<file path="config.mk">
export PLATFORM = sky130hd
export DESIGN_NAME = cu_sequencer
export DESIGN_NICKNAME = d
export VERILOG_FILES = /design/src/rtl/cu_pkg.sv /design/src/rtl/cu_class_decode.sv /design/src/rtl/cu_sequencer.sv
export SDC_FILE = /design/constraint.sdc
export NUM_CORES = 1
export LEC_CHECK = 0
export CELL_PAD_IN_SITES_DETAIL_PLACEMENT = 0
export CELL_PAD_IN_SITES_GLOBAL_PLACEMENT = 1
export CORE_UTILIZATION = 22
export CTS_BUF_LIST = sky130_fd_sc_hd__clkbuf_4 sky130_fd_sc_hd__clkbuf_8
export DETAILED_ROUTE_END_ITERATION = 10
export GPL_ROUTABILITY_DRIVEN = 0
export MAX_ROUTING_LAYER = met4
export PLACE_DENSITY = 0.94
export SYNTH_ARGS = -nofsm -noshare
export SYNTH_HDL_FRONTEND = slang
export SYNTH_SLANG_ARGS = --single-unit
</file>
<file path="constraint.sdc">
create_clock -name clock -period 6.1 [get_ports clock]
set_input_delay 1.22 -clock clock [delete_from_list [all_inputs] [get_ports clock]]
set_output_delay 1.22 -clock clock [all_outputs]
set_load 0.05 [all_outputs]
</file>
<file path="src/rtl/cu_pkg.sv">
// Shared encodings for the control-unit slice: sequencer states, instruction
// classes and the datapath control-word field map.
package cu_pkg;

  typedef enum logic [3:0] {
    ST_FETCH = 4'b0000,
    ST_EX0   = 4'b0001,
    ST_EX1   = 4'b0010,
    ST_EX2   = 4'b0011
  } state_e;

  typedef enum logic [1:0] {
    CLS_ALU    = 2'd0,
    CLS_BRANCH = 2'd1,
    CLS_MEM    = 2'd2,
    CLS_IMM    = 2'd3
  } class_e;

  // Control-word field offsets (LSB of each field).
  localparam int CW_PC_FS       = 0;
  localparam int CW_PC_SEL      = 2;
  localparam int CW_DATA_TRI    = 3;
  localparam int CW_ADD_TRI     = 5;
  localparam int CW_SIZE        = 6;
  localparam int CW_STATUS_LOAD = 8;
  localparam int CW_IR_LOAD     = 9;
  localparam int CW_MEM_WE      = 10;
  localparam int CW_B_SEL       = 11;
  localparam int CW_MEM_CS      = 12;
  localparam int CW_C0          = 14;
  localparam int CW_W_REG       = 15;
  localparam int CW_DA          = 16;
  localparam int CW_SB          = 21;
  localparam int CW_SA          = 26;
  localparam int CW_FS          = 31;
  localparam int CW_MAP_W       = 36;

  // Fetch word: memory selected, address from PC.
  localparam logic [CW_MAP_W-1:0] FETCH_CW =
    (36'd1 << CW_MEM_CS) | (36'd1 << CW_ADD_TRI) | (36'd1 << CW_PC_SEL);

  // Added once the fetch completes: load IR and advance PC.
  localparam logic [CW_MAP_W-1:0] FETCH_READY_CW =
    (36'd1 << CW_IR_LOAD) | (36'd1 << CW_PC_FS);

  // Fields suppressed while a memory access stalls: no PC update, no writeback.
  localparam logic [CW_MAP_W-1:0] STALL_CLR_CW =
    (36'd3 << CW_PC_FS) | (36'd1 << CW_W_REG) | (36'd1 << CW_STATUS_LOAD);

endpackage

</file>
<file path="src/rtl/cu_class_decode.sv">
// Instruction class decode from IR[28:25]; earlier rules take priority.
module cu_class_decode
  import cu_pkg::*;
(
  input  logic [3:0] i_op,
  output logic [1:0] o_class
);

  // NOTE: a priority if/else chain ending in an unconditional else assigns
  // o_class on every path, so no latch is inferred.
  always_comb begin
    if (i_op[3:1] == 3'b101)
      o_class = CLS_BRANCH;
    else if (i_op[3:1] == 3'b100)
      o_class = CLS_IMM;
    else if (i_op[2] && !i_op[0])
      o_class = CLS_MEM;
    else
      o_class = CLS_ALU;
  end

endmodule

</file>
<file path="src/rtl/cu_sequencer.sv">
// Control-unit sequencer: owns the FETCH/EX state, muxes sub-unit control words
// and next-state proposals, and bounds execute length with a watchdog.
module cu_sequencer
  import cu_pkg::*;
#(
  parameter int CUL    = 36,
  parameter int MAX_EX = 8
) (
  input  logic         clock,
  input  logic         reset_n,
  input  logic [31:0]  IR,
  input  logic         mem_ready,
  input  logic [3:0]   alu_status,
  input  logic [3:0]   ns_branch,
  input  logic [3:0]   ns_alu,
  input  logic [3:0]   ns_mem,
  input  logic [3:0]   ns_imm,
  input  logic [CUL:0] cw_branch,
  input  logic [CUL:0] cw_alu,
  input  logic [CUL:0] cw_mem,
  input  logic [CUL:0] cw_imm,
  output logic [3:0]   state,
  output logic [CUL:0] controlWord,
  output logic [3:0]   status,
  output logic [15:0]  retired,
  output logic         fault
);

  localparam int                CW_W    = CUL + 1;
  localparam int                CNT_W   = $clog2(MAX_EX) + 1;
  localparam logic [CNT_W-1:0]  WD_LAST = CNT_W'(MAX_EX - 1);

  state_e           r_state;
  logic [3:0]       r_status;
  logic [15:0]      r_retired;
  logic             r_fault;
  logic [CNT_W-1:0] r_ex_cnt;

  logic [1:0]       w_class_raw;
  class_e           w_class;
  logic [CUL:0]     w_cw_sel;
  logic [3:0]       w_ns_sel;
  logic             w_stall;
  logic [CUL:0]     w_cw;
  logic             w_unused_ir;

  assign w_unused_ir = ^{IR[31:29], IR[24:0]};

  cu_class_decode u_class_decode (
    .i_op    (IR[28:25]),
    .o_class (w_class_raw)
  );

  assign w_class = class_e'(w_class_raw);

  always_comb begin
    w_cw_sel = cw_alu;
    w_ns_sel = ns_alu;
    case (w_class)
      CLS_BRANCH: begin w_cw_sel = cw_branch; w_ns_sel = ns_branch; end
      CLS_MEM:    begin w_cw_sel = cw_mem;    w_ns_sel = ns_mem;    end
      CLS_IMM:    begin w_cw_sel = cw_imm;    w_ns_sel = ns_imm;    end
      default:    begin w_cw_sel = cw_alu;    w_ns_sel = ns_alu;    end
    endcase
  end

  assign w_stall = (r_state != ST_FETCH) && (w_class == CLS_MEM) && !mem_ready;

  always_comb begin
    w_cw = w_cw_sel;
    if (r_state == ST_FETCH) begin
      w_cw = CW_W'(FETCH_CW);
      if (mem_ready) w_cw = w_cw | CW_W'(FETCH_READY_CW);
    end else if (w_stall) begin
      w_cw = cw_mem & ~CW_W'(STALL_CLR_CW);
    end
  end

  // NOTE: all state below updates with non-blocking assignments so every
  // register samples the pre-edge values of the others.
  always_ff @(posedge clock or negedge reset_n) begin
    if (!reset_n) begin
      r_state   <= ST_FETCH;
      r_status  <= '0;
      r_retired <= '0;
      r_fault   <= 1'b0;
      r_ex_cnt  <= '0;
    end else begin
      if (w_cw[CW_STATUS_LOAD]) r_status <= alu_status;
      case (r_state)
        ST_FETCH: begin
          if (mem_ready) begin
            r_state  <= ST_EX0;
            r_ex_cnt <= '0;
          end
        end
        default: begin
          if (!w_stall) begin
            if (w_ns_sel > ST_EX2) begin
              r_state <= ST_FETCH;
              r_fault <= 1'b1;
            end else if (w_ns_sel == ST_FETCH) begin
              r_state   <= ST_FETCH;
              r_retired <= r_retired + 16'd1;
            end else if (r_ex_cnt == WD_LAST) begin
              // Execute budget exhausted without completing: abort.
              r_state <= ST_FETCH;
              r_fault <= 1'b1;
            end else begin
              r_state  <= state_e'(w_ns_sel);
              r_ex_cnt <= r_ex_cnt + CNT_W'(1);
            end
          end
        end
      endcase
    end
  end

  assign state       = r_state;
  assign controlWord = w_cw;
  assign status      = r_status;
  assign retired     = r_retired;
  assign fault       = r_fault;

endmodule
</file>
==> impl_metrics.yaml, run 1 <==
timing:
  max_freq_ghz: 0.1853
  worst_slew_pin_slew_ps: 1017
  setup_ws_ps: 702.2
  slew_headroom_pct: 32.18
  hold_viol: 0
  setup_violations: 0
  fin_crit_ps: 5398
  fin_crit_sh_pct: 88.49
  drv_slew: 0
  skew_ps: 7.908
  grt_setup_unrepaired: "false"
  fin_setup_tns_ps: 0
worst_setup_path:
  cp_slowest_cell: "clkdlybuf4s50_1"
  crit_buf_inv: 3
  reg2reg_depth: 5
  worstPathCellList: "clkdlybuf4s50_1, nor2b_4, nor2_2, buf_4, a221oi_1, o21ai_0, clkdlybuf4s50_1"
  cp.required_ps: 4880
  endpoint_kind: "output port"
  crit_type: "in2out"
  cp_max_fo: 34
  cpPeakStageDelay_ps: 740
  arrival_ps: 4180
  reg2reg_slack_ps: 3840
  startpoint_type: "input pin"
  critPathTopFamily: "buffers and inverters"
  r2r-end: "status[1]$_DFFE_PN0P_"
  critPathMostFrequentCell: "clkdlybuf4s50_1"
  r2r-start: "state[1]$_DFFE_PN0P_"
run:
  maxCapViolations: 0
clock_tree:
  cts_hold_buf: 0
  post_cts_buffers: 0
  cts.clk_slew.worst_paths_ps: 60
  clkLatencyLatePin_ps: 280
  post_cts_resized: 0
  cts_buffer_depth: 2
  cts_tree: "done"
  ctsRootBufferMaster: "clkbuf_8"
  htreeDepth: 2
  cts_buffers: 5
  cts_num_sinks: 29
floorplan:
  start_util_pct: 22.69
  die-area_sq_mm: 0.01358
  fp.dieH_um: 116.5
  std_cell_rows: 41
  core-area_sq_mm: 0.01272
  boundaryPins: 265
  die_x_um: 116.5
logic_synthesis:
  yosysTopAreaCell: "dfrtp_1"
  synth_cell_type_count: 50
  yosys_most_used_dff: "dfrtp_1"
  syn-cell-area_sq_mm: 0.002887
  synth_edf_count: 0
  yosysTopAreaCellShare_pct: 25.14
  synthMostInstantiatedCell: "nor2_1"
  ys_ff_latch: 29
  syn_inst: 361
  synthArstFlopShare_pct: 100.0
  synthTopCellsByCount: "nor2_1 (50), mux2i_1 (42), nand2_1 (39)"
  synth.net_count: 566
  yosysSeqAreaShare_pct: 25.14
  synth_area_leaders: "dfrtp_1 (25%), mux2i_1 (15%), a221oi_1 (9.7%), nor2_1 (6.5%), o21ai_0 (6.2%)"
  syn_avg_cell_area_sq_um: 7.996
  ys.warnings.count: 0
min_path:
  hold_path_startpoint: "fault$_DFFE_PN0P_"
  min_path_type: "reg2reg"
  min_to: "fault$_DFFE_PN0P_"
  worstHoldPathCells: 1
global_routing:
  grt_overflow_total: 0
  busiest_layer: "met2"
  use_met2_pct: 34.12
  grt_pass1_vias: 3661
  grt_max_degree: 35
  grt_usage_pct: 19.60
  use_met1_pct: 20.93
  antenna_found_initial: 3
  grtUsageMet3_pct: 4.722
  grt_pass1_wl_mm: 19.80
detailed_routing:
  drcViolationCount: 0
  viasPerCell: 4.943
  drt_wl_total_mm: 13.53
  drt-pass1-iter-count: 6
  routedWlPerCell_um: 17.84
  initialDrtViolationCount: 257
  num_vias: 3747
  ant_nets: 0
power_and_ir_drop:
  power_frac_seq_pct: 19.1
  clock_power_share_pct: 11.2
  powerDensity_mw_per_mm2: 255.7
  p_sw_w: 0.0007118
  combPwrFrac_pct: 69.7
  irDropWorstVdd_v: 0.0001779
  power.total_w: 0.001410
  swShare_pct: 50.48
  leakage_nw: 2.140
  p_int_w: 0.0006982
placement:
  post-place-ws_ps: 631.3
  port_buffers: 236
  placed_area_sq_mm: 0.005418
  hpwl_mm: 10.59
cells_and_area:
  drive_above_1_share_pct: 6.690
  nNetsFinal: 788
  area_delta_synth_final_pct: 91.07
  fin_area_sq_mm: 0.005515
  multi_input_area_sq_mm: 0.002029
  nFillCells: 1269
  regArea_sq_um: 725.7
outcome:
  status: "finished, final reports clean"
-- per-layer routing --
layer / routed length (um) / vias to the layer above
li1: - / 1786
met1: 5240 / 1765
met2: 6741 / 167
met3: 1136 / 29
met4: 408 / 0
met5: 0 / -
-- registers in the layout, summed over array words and instances, names as in the netlist --
register / count
retired: 16
status: 4
fault: 1
r_ex_cnt: 4
state: 4
-- worst reg2reg max path: cells and delay by family (launching register included) --
family / cells / cell delay, ps
flip-flops: 1 / 420
AND/OR/NAND/NOR: 2 / 920
multiplexers: 1 / 310
AO/OA/AOI/OAI: 1 / 120
buffers and inverters: 1 / 370
-- logic make-up after synthesis --
kind of cell / count (synthesis) / share of synthesized area [%]
fa+ha+maj: 2 / 0.8668
simple gates: 137 / 22.58
xor+xnor: 15 / 4.552
flops: 29 / 25.14
mux: 48 / 16.90
buf+inv: 35 / 5.288
compound gates: 95 / 24.66
-- cell usage in the layout (no fill, tap or decap), types with 2 or more instances in the layout --
cell	n
diode_2	3
xor2_1	8
a21o_1	2
or4_1	2
buf_4	10
nor4_2	2
and3_1	3
clkbuf_8	6
o21ai_0	36
nor2_1	49
a221oi_1	32
a211oi_1	2
o21ai_2	2
dfrtp_1	29
nor3_1	8
nand2_1	39
a2111oi_0	2
nor2_2	2
xnor2_1	7
mux2i_1	42
inv_1	4
nor3b_1	4
ha_1	2
nand3_1	12
a21oi_1	7
clkdlybuf4s50_1	235
mux2_2	5
nand4_1	5
and2_1	2
o211ai_1	2
-- power by group through the flow --
| stage | clock network [W] | logic [W] | registers [W] |
|---|---|---|---|
| 2_1_floorplan | 0 | 0.000491 | 0.000361 |
| 6_report | 0.000158 | 0.000983 | 0.000269 |
| 3_3_place_gp | 0 | 0.000973 | 0.000268 |
| 3_5_place_dp | 0 | 0.000985 | 0.000272 |
| 4_1_cts | 0.000163 | 0.000987 | 0.000270 |
| 5_1_grt | 0.000174 | 0.00103 | 0.000275 |
-- per-stage QoR --
| step | util (%) | hold slack, ps | instances |
|---|---|---|---|
| finish | 43.35 | 456.5 | 758 |
| global route | 43.35 | 503.9 | 758 |
| CTS | 43.29 | 464.0 | 755 |
| detailed placement | 42.58 | 446.0 | 748 |
| global placement | 42.58 | 442.6 | 748 |
| floorplan | - | 468.1 | 361 |
-- how the worst max path moves through the flow --
stage,from,to,slack (ps),cells after the start
6_report,IR[27],controlWord[4],700,7
5_1_grt,IR[27],controlWord[4],530,7
2_1_floorplan,IR[27],controlWord[11],1440,6
3_5_place_dp,IR[27],controlWord[4],630,7
3_3_place_gp,IR[27],controlWord[4],760,7
4_1_cts,IR[27],controlWord[4],640,7
-- cell type report --
| type | instances | area share (%) |
|---|---|---|
| Tap cell | 172 | 3.902 |
| Sequential cell | 29 | 13.16 |
| Inverter | 4 | 0.2722 |
| Clock buffer | 7 | 1.633 |
| Antenna cell | 3 | 0.1361 |
| Multi-Input combinational cell | 297 | 36.80 |
| Timing Repair Buffer | 246 | 44.10 |
Power figures use the tool's default switching activity.
==> run 2: changes to the inputs <==
--- a/config.mk
+++ b/config.mk
@@ -5,6 +5,7 @@
 export SDC_FILE = /design/constraint.sdc
 export NUM_CORES = 1
 export LEC_CHECK = 0
+export ABC_CLOCK_PERIOD_IN_PS = 6100
 export CELL_PAD_IN_SITES_DETAIL_PLACEMENT = 0
 export CELL_PAD_IN_SITES_GLOBAL_PLACEMENT = 1
 export CORE_UTILIZATION = 22
==> results of run 2 <==
Same layout as run 1: the final DEF is identical, and so are final timing and power.
